[src/rtl/operand_fetch_if.sv]
// Bundles the decode, writeback, register-file and execute handshakes of the operand-fetch stage.
// The stage itself uses the slave view; the surrounding pipeline/testbench uses the master view.
interface operand_fetch_if #(
    parameter int REG_WIDTH  = 32,
    parameter int ADDR_WIDTH = 4
);
    logic                  dec_valid;
    logic                  dec_ready;
    logic [ADDR_WIDTH-1:0] dec_rs1;
    logic [ADDR_WIDTH-1:0] dec_rs2;
    logic                  dec_use_rs1;
    logic                  dec_use_rs2;

    logic                  wb_valid;
    logic                  wb_ready;
    logic [ADDR_WIDTH-1:0] wb_rd;
    logic [REG_WIDTH-1:0]  wb_data;

    logic                  rf_read_en;
    logic                  rf_write_en;
    logic [ADDR_WIDTH-1:0] rf_addr;
    logic [REG_WIDTH-1:0]  rf_wr_data;
    logic                  rf_rd_data_val;
    logic [REG_WIDTH-1:0]  rf_rd_data;

    logic                  op_valid;
    logic                  op_ready;
    logic [REG_WIDTH-1:0]  op_rs1_data;
    logic [REG_WIDTH-1:0]  op_rs2_data;

    modport slave (
        input  dec_valid, dec_rs1, dec_rs2, dec_use_rs1, dec_use_rs2,
        output dec_ready,
        input  wb_valid, wb_rd, wb_data,
        output wb_ready,
        output rf_read_en, rf_write_en, rf_addr, rf_wr_data,
        input  rf_rd_data_val, rf_rd_data,
        output op_valid, op_rs1_data, op_rs2_data,
        input  op_ready
    );

    modport master (
        output dec_valid, dec_rs1, dec_rs2, dec_use_rs1, dec_use_rs2,
        input  dec_ready,
        output wb_valid, wb_rd, wb_data,
        input  wb_ready,
        input  rf_read_en, rf_write_en, rf_addr, rf_wr_data,
        output rf_rd_data_val, rf_rd_data,
        input  op_valid, op_rs1_data, op_rs2_data,
        output op_ready
    );
endinterface

[src/rtl/operand_fetch.sv]
// Operand-fetch stage: sequences up to two reads through the shared register-file port,
// gives writeback priority on that port, and bypasses writeback data into held operands.
module operand_fetch #(
    parameter int REG_WIDTH  = 32,
    parameter int ADDR_WIDTH = 4
) (
    input  logic           clk,
    input  logic           rst_n,
    operand_fetch_if.slave bus
);
    typedef enum logic [2:0] {
        S_IDLE,
        S_ISSUE1,
        S_WAIT1,
        S_ISSUE2,
        S_WAIT2,
        S_OUT
    } state_e;

    state_e                state_q, state_d;
    logic [ADDR_WIDTH-1:0] rs1_q, rs1_d;
    logic [ADDR_WIDTH-1:0] rs2_q, rs2_d;
    logic                  need1_q, need1_d;
    logic                  need2_q, need2_d;
    logic [REG_WIDTH-1:0]  op1_q, op1_d;
    logic [REG_WIDTH-1:0]  op2_q, op2_d;
    logic                  wr_last_q, wr_last_d;

    logic                  wb_fire;
    logic                  wr_en;
    logic                  stall;
    logic                  rd_en;
    logic                  new_need1;
    logic                  new_need2;
    logic                  byp1;
    logic                  byp2;

    // Writeback is accepted whenever out of reset; index 0 writes are swallowed silently.
    always_comb begin
        wb_fire   = bus.wb_valid & rst_n;
        wr_en     = wb_fire & (bus.wb_rd != '0);
        stall     = wr_en | wr_last_q;
        new_need1 = bus.dec_use_rs1 & (bus.dec_rs1 != '0);
        new_need2 = bus.dec_use_rs2 & (bus.dec_rs2 != '0);
        byp1      = wr_en & (state_q != S_IDLE) & need1_q & (bus.wb_rd == rs1_q);
        byp2      = wr_en & (state_q != S_IDLE) & need2_q & (bus.wb_rd == rs2_q);
    end

    always_comb begin
        state_d   = state_q;
        rs1_d     = rs1_q;
        rs2_d     = rs2_q;
        need1_d   = need1_q;
        need2_d   = need2_q;
        op1_d     = op1_q;
        op2_d     = op2_q;
        wr_last_d = wr_en;
        rd_en     = 1'b0;

        case (state_q)
            S_IDLE: begin
                if (bus.dec_valid) begin
                    rs1_d   = bus.dec_rs1;
                    rs2_d   = bus.dec_rs2;
                    need1_d = new_need1;
                    need2_d = new_need2;
                    op1_d   = '0;
                    op2_d   = '0;
                    if (new_need1)      state_d = S_ISSUE1;
                    else if (new_need2) state_d = S_ISSUE2;
                    else                state_d = S_OUT;
                end
            end
            S_ISSUE1: begin
                rd_en = ~stall;
                if (!stall) state_d = S_WAIT1;
            end
            S_WAIT1: begin
                if (bus.rf_rd_data_val) begin
                    op1_d   = bus.rf_rd_data;
                    state_d = need2_q ? S_ISSUE2 : S_OUT;
                end
            end
            S_ISSUE2: begin
                rd_en = ~stall;
                if (!stall) state_d = S_WAIT2;
            end
            S_WAIT2: begin
                if (bus.rf_rd_data_val) begin
                    op2_d   = bus.rf_rd_data;
                    state_d = S_OUT;
                end
            end
            S_OUT: begin
                if (bus.op_ready) state_d = S_IDLE;
            end
            default: state_d = S_IDLE;
        endcase

        // Applied after the read capture so fresh writeback data beats a stale read in the same cycle.
        if (byp1) op1_d = bus.wb_data;
        if (byp2) op2_d = bus.wb_data;

        rd_en = rd_en & rst_n;
    end

    always_ff @(posedge clk) begin
        if (!rst_n) begin
            state_q   <= S_IDLE;
            rs1_q     <= '0;
            rs2_q     <= '0;
            need1_q   <= 1'b0;
            need2_q   <= 1'b0;
            op1_q     <= '0;
            op2_q     <= '0;
            wr_last_q <= 1'b0;
        end else begin
            state_q   <= state_d;
            rs1_q     <= rs1_d;
            rs2_q     <= rs2_d;
            need1_q   <= need1_d;
            need2_q   <= need2_d;
            op1_q     <= op1_d;
            op2_q     <= op2_d;
            wr_last_q <= wr_last_d;
        end
    end

    assign bus.dec_ready   = (state_q == S_IDLE);
    assign bus.wb_ready    = rst_n;
    assign bus.rf_read_en  = rd_en;
    assign bus.rf_write_en = wr_en;
    assign bus.rf_addr     = rd_en ? ((state_q == S_ISSUE1) ? rs1_q : rs2_q) :
                             wr_en ? bus.wb_rd : '0;
    assign bus.rf_wr_data  = wr_en ? bus.wb_data : '0;
    assign bus.op_valid    = (state_q == S_OUT);
    assign bus.op_rs1_data = op1_q;
    assign bus.op_rs2_data = op2_q;
endmodule

[src/flat_wrapper.sv]
// flat-port wrapper written by rule: the top's interface ports become plain ports
module operand_fetch_flat 
#(
    parameter int REG_WIDTH  = 32,
    parameter int ADDR_WIDTH = 4
)
  (clk, rst_n, bus_dec_valid, bus_dec_rs1, bus_dec_rs2, bus_dec_use_rs1, bus_dec_use_rs2, bus_dec_ready, bus_wb_valid, bus_wb_rd, bus_wb_data, bus_wb_ready, bus_rf_read_en, bus_rf_write_en, bus_rf_addr, bus_rf_wr_data, bus_rf_rd_data_val, bus_rf_rd_data, bus_op_valid, bus_op_rs1_data, bus_op_rs2_data, bus_op_ready);
  operand_fetch_if #(.REG_WIDTH(REG_WIDTH), .ADDR_WIDTH(ADDR_WIDTH)) bus_i ();
  input  logic clk;
  input  logic rst_n;
  input wire logic [$bits(bus_i.dec_valid)-1:0] bus_dec_valid;
  input wire logic [$bits(bus_i.dec_rs1)-1:0] bus_dec_rs1;
  input wire logic [$bits(bus_i.dec_rs2)-1:0] bus_dec_rs2;
  input wire logic [$bits(bus_i.dec_use_rs1)-1:0] bus_dec_use_rs1;
  input wire logic [$bits(bus_i.dec_use_rs2)-1:0] bus_dec_use_rs2;
  output wire logic [$bits(bus_i.dec_ready)-1:0] bus_dec_ready;
  input wire logic [$bits(bus_i.wb_valid)-1:0] bus_wb_valid;
  input wire logic [$bits(bus_i.wb_rd)-1:0] bus_wb_rd;
  input wire logic [$bits(bus_i.wb_data)-1:0] bus_wb_data;
  output wire logic [$bits(bus_i.wb_ready)-1:0] bus_wb_ready;
  output wire logic [$bits(bus_i.rf_read_en)-1:0] bus_rf_read_en;
  output wire logic [$bits(bus_i.rf_write_en)-1:0] bus_rf_write_en;
  output wire logic [$bits(bus_i.rf_addr)-1:0] bus_rf_addr;
  output wire logic [$bits(bus_i.rf_wr_data)-1:0] bus_rf_wr_data;
  input wire logic [$bits(bus_i.rf_rd_data_val)-1:0] bus_rf_rd_data_val;
  input wire logic [$bits(bus_i.rf_rd_data)-1:0] bus_rf_rd_data;
  output wire logic [$bits(bus_i.op_valid)-1:0] bus_op_valid;
  output wire logic [$bits(bus_i.op_rs1_data)-1:0] bus_op_rs1_data;
  output wire logic [$bits(bus_i.op_rs2_data)-1:0] bus_op_rs2_data;
  input wire logic [$bits(bus_i.op_ready)-1:0] bus_op_ready;
  assign bus_i.dec_valid = bus_dec_valid;
  assign bus_i.dec_rs1 = bus_dec_rs1;
  assign bus_i.dec_rs2 = bus_dec_rs2;
  assign bus_i.dec_use_rs1 = bus_dec_use_rs1;
  assign bus_i.dec_use_rs2 = bus_dec_use_rs2;
  assign bus_dec_ready = bus_i.dec_ready;
  assign bus_i.wb_valid = bus_wb_valid;
  assign bus_i.wb_rd = bus_wb_rd;
  assign bus_i.wb_data = bus_wb_data;
  assign bus_wb_ready = bus_i.wb_ready;
  assign bus_rf_read_en = bus_i.rf_read_en;
  assign bus_rf_write_en = bus_i.rf_write_en;
  assign bus_rf_addr = bus_i.rf_addr;
  assign bus_rf_wr_data = bus_i.rf_wr_data;
  assign bus_i.rf_rd_data_val = bus_rf_rd_data_val;
  assign bus_i.rf_rd_data = bus_rf_rd_data;
  assign bus_op_valid = bus_i.op_valid;
  assign bus_op_rs1_data = bus_i.op_rs1_data;
  assign bus_op_rs2_data = bus_i.op_rs2_data;
  assign bus_i.op_ready = bus_op_ready;
  operand_fetch #(.REG_WIDTH(REG_WIDTH), .ADDR_WIDTH(ADDR_WIDTH)) u_core (.clk(clk), .rst_n(rst_n), .bus(bus_i));
endmodule
[config.mk]
export PLATFORM = sky130hd
export DESIGN_NAME = operand_fetch_flat
export DESIGN_NICKNAME = d
export VERILOG_FILES = /design/src/rtl/operand_fetch_if.sv /design/src/rtl/operand_fetch.sv /design/src/flat_wrapper.sv
export SDC_FILE = /design/constraint.sdc
export NUM_CORES = 1
export LEC_CHECK = 0
export BUFFER_PORTS_ARGS = -buffer_cell sky130_fd_sc_hd__buf_2
export CAP_MARGIN = 0
export CORE_ASPECT_RATIO = 1.2
export CORE_MARGIN = 1
export CORE_UTILIZATION = 45
export CTS_BUF_LIST = sky130_fd_sc_hd__clkbuf_2
export DETAILED_ROUTE_END_ITERATION = 10
export PLACE_DENSITY = 0.84
export SETUP_SLACK_MARGIN = 0.5
export SYNTH_ARGS = -nofsm -noshare
export SYNTH_HDL_FRONTEND = slang
export SYNTH_SLANG_ARGS = --single-unit
export TNS_END_PERCENT = 20
[constraint.sdc]
create_clock -name clk -period 1.8 [get_ports clk]
set_input_delay 0.36 -clock clk [delete_from_list [all_inputs] [get_ports clk]]
set_output_delay 0.36 -clock clk [all_outputs]
set_load 0.02 [all_outputs]
==> flow_metrics.py <==
metrics = {
    "clock_tree": {
        "cts_max_level": 3,
        "root_buffer": "clkbuf_2",
        "cts_buffers": 9,
        "clk_path_buf_depth": 2,
        "worstSkewPairLatency_ns": 0.53,
        "ctsHoldBuffers": 0,
        "clkTransAtPathRegs_ns": 0.19,
        "cts_tree": "done",
        "cts_sinks": 78,
    },
    "worst_setup_path": {
        "ff2ff_path_depth": 6,
        "rr_startpoint": "u_core.state_q[1]",
        "cp_num_buf_inv": 1,
        "required_ns": 1.44,
        "critPathSlowestCell": "or4_4",
        "reg2reg_slack_ns": -0.05,
        "worst-path-stages": 4,
        "cp_cell_sequence": "nand2b_4 -> or4_4 -> o2bb2ai_4 -> buf_6",
        "cp.arrival_ns": 1.91,
        "r2r-end": "u_core.bus.op_rs1_data[5]",
        "path_class": "reg -> out",
        "cp_top_family": "simple AND/OR/NAND/NOR gates",
        "end_kind": "primary output",
        "critPathLaunchType": "flop",
        "max_stage_delay_ns": 0.58,
        "critPathMaxFanout": 5,
    },
    "pwr": {
        "internal-power_uw": 3650,
        "powerDensity_nw_per_um2": 909,
        "p_sw_uw": 2650,
        "p_sw_share_pct": 42.0,
        "p_leak_uw": 0.00261,
        "p_total_uw": 6300,
        "pwr-share-comb_pct": 49.2,
        "seqPwrFrac_pct": 33.4,
        "ir_drop_v": 0.000627,
        "pwr-share-clk_pct": 17.3,
    },
    "timing": {
        "maxSlewViolCount": 0,
        "timing.hold.ws_ns": 0.0779,
        "fin_crit_sh_pct": 126,
        "period_needed_ns": 2.27,
        "finalSetupTns_ns": -9.13,
        "relSlewSlack_pct": 52.4,
        "finalSetupViolCount": 53,
        "timing.final.ws_setup_ns": -0.471,
        "tightest_slew_ns": 0.714,
        "grt_setup_unrepaired": "true",
        "hold_viol_final": 0,
        "fmax_ghz": 0.440,
        "finalClockSkew_ns": 0.0280,
    },
    "global_routing": {
        "grt_pass1_wl_um": 27100,
        "grt_max_degree": 51,
        "grt_antenna_before_repair": 0,
        "grt_use_met1_pct": 38.1,
        "busiest_layer": "met2",
        "track_usage_pct": 33.4,
        "grt_use_met3_pct": 6.06,
        "use_met2_pct": 56.9,
        "grt_pass1_vias": 5313,
        "grt_overflow": 0,
    },
    "layout": {
        "fin_area_um2": 6930,
        "final_nets": 774,
        "nFillCells": 632,
        "diodes": 0,
        "syn2layout_area_growth_pct": 56.8,
        "final_layout_size_suffix_gt1_share_pct": 59.9,
        "layout_commonest_cell": "buf_2",
        "final_cell_mix": "buf_2, buf_6, nor4_1",
    },
    "place": {
        "postPlaceCellArea_um2": 5550,
        "gp_congestion": 0.959,
        "dpl.hpwl_um": 10600,
        "io_buffers": 188,
    },
    "floorplan": {
        "die_w_um": 92.5,
        "die_y_um": 111,
        "start_util_pct": 46.5,
        "core_area_um2": 9520,
        "pin_count": 189,
        "row_count": 39,
        "die-area_um2": 10200,
    },
    "synth": {
        "syn-mean-instance-area_um2": 8.81,
        "synth-async-reset-ratio_pct": 0,
        "postSynthCellCount": 502,
        "synth_edf_count": 0,
        "synth_fp_nets": 586,
        "ys_ff_latch": 78,
        "seq_area_frac_synth_pct": 35.3,
        "synth.top_cells.by_area": "dfxtp_1, nor4_1, a311oi_1, a211oi_1, a22oi_1",
        "synth_cell_types": 47,
        "ys.flop_type": "dfxtp_1",
        "synth_area_leader_cell": "dfxtp_1",
        "post-synth-top-area-fraction_pct": 35.3,
        "yosysWarnings": 0,
        "netlist_area_um2": 4420,
    },
    "routing": {
        "first_pass_iters": 5,
        "vias_per_cell": 6.70,
        "final_antenna_net_count": 0,
        "drt_iter0_drc": 570,
        "via_count": 5481,
        "postRouteWirelength_um": 18000,
        "wl_per_cell_um": 22.0,
        "drc": 0,
    },
    "status": {
        "outcome": "finished, violations left",
        "violations": "setup timing",
    },
    "min_path": {
        "hp-class": "in -> reg",
        "worstHoldEndpoint": "u_core.rs2_q[2]",
        "min_path_cells": 3,
        "min-delay-start": "bus_dec_rs2[2]",
    },
    "flow_run": {
        "maxCapViolations": 0,
    },
}
## worst register-to-register path, stage by stage (launching register included)
cell      delay [ns]
dfxtp_2         0.38
buf_4           0.10
nor3_2          0.05
or3_4           0.36
or3_4           0.41
buf_8           0.18
a311oi_1        0.27
## logic make-up (layout without fill, tap and decap cells)
group / after synthesis / after routing / synth area share [%]
flip-flops: 78 / 78 / 35.3
XOR/XNOR: 8 / 8 / 1.58
AO/OA/AOI/OAI: 125 / 125 / 21.7
buffers and inverters: 72 / 265 / 12.7
AND/OR/NAND/NOR: 212 / 212 / 27.1
multiplexers: 7 / 7 / 1.64
## layer usage
metal	vias to the layer above	part of all wire, %
li1	2377	-
met1	2539	34
met2	469	51
met3	96	10
met4	0	5.2
met5	-	0
## power by group through the flow
stage / logic, uW / registers (uW) / clock network (uW)
2_1_floorplan: 1650 / 2160 / 0
3_3_place_gp: 2390 / 2070 / 0
3_5_place_dp: 2460 / 2070 / 0
4_1_cts: 2800 / 2090 / 1100
5_1_grt: 3260 / 2120 / 1170
6_report: 3100 / 2110 / 1090
## layout make-up
class | instances | area [um2] | share of cell area, %
clock inverter | 5 | 73.8 | 1.06
sequential | 78 | 1620 | 23.4
inverter | 3 | 11.3 | 0.162
tap | 123 | 154 | 2.22
clock buffer | 11 | 55.1 | 0.794
timing repair buffer | 246 | 2150 | 31.0
multi-input combinational | 352 | 2870 | 41.4
## cells in the mapped netlist, types with 2 or more instances
cell,instances
a211oi_1,33
a21oi_1,12
a22oi_1,32
a311oi_1,32
and2_1,4
and3_1,32
buf_2,4
buf_4,2
buf_6,10
clkbuf_1,29
clkbuf_8,16
dfxtp_1,78
dlygate4sd1_1,4
dlygate4sd3_1,4
inv_1,3
mux2_2,2
mux2i_1,5
nand2_1,57
nand4_1,32
nor2_1,7
nor4_1,65
o21ai_0,2
o2bb2ai_1,4
or3_1,2
or4_1,2
xnor2_1,8
## worst max path at each step
stage / startpoint / endpoint / slack, ns
CTS: u_core.state_q[2] / bus_rf_addr[1] / -0.57
finish: u_core.state_q[2] / bus_rf_addr[1] / -0.47
global route: u_core.state_q[2] / bus_rf_addr[3] / -0.57
global placement: bus_wb_rd[1] / bus_rf_addr[3] / -0.24
floorplan: bus_wb_rd[1] / bus_rf_addr[0] / -0.06
detailed placement: bus_wb_rd[1] / bus_rf_addr[0] / -0.30
## through the flow
| stage | worst slack, ns | utilization (%) | instances |
|---|---|---|---|
| after floorplan | -0.0595 | - | 502 |
| after global placement | -0.237 | 58.3 | 789 |
| after detailed placement | -0.297 | 58.3 | 789 |
| after CTS | -0.569 | 68.0 | 815 |
| after global routing | -0.571 | 72.9 | 818 |
| final | -0.471 | 72.9 | 818 |
## state kept, by name, indices dropped and copies added, names as in the netlist
name,cells
u_core.need1_q,1
u_core.need2_q,1
u_core.state_q,3
u_core.bus.op_rs2_data,32
u_core.rs2_q,4
u_core.wr_last_q,1
u_core.bus.op_rs1_data,32
u_core.rs1_q,4
## repair_timing
action | CTS | global route
pin swaps | 29 | 32
setup endpoints to repair | 181 | 181
buffers inserted | 7 | 2
resized for setup | 220 | 100
cloned | 3 | 1
Power figures use the tool's default switching activity.
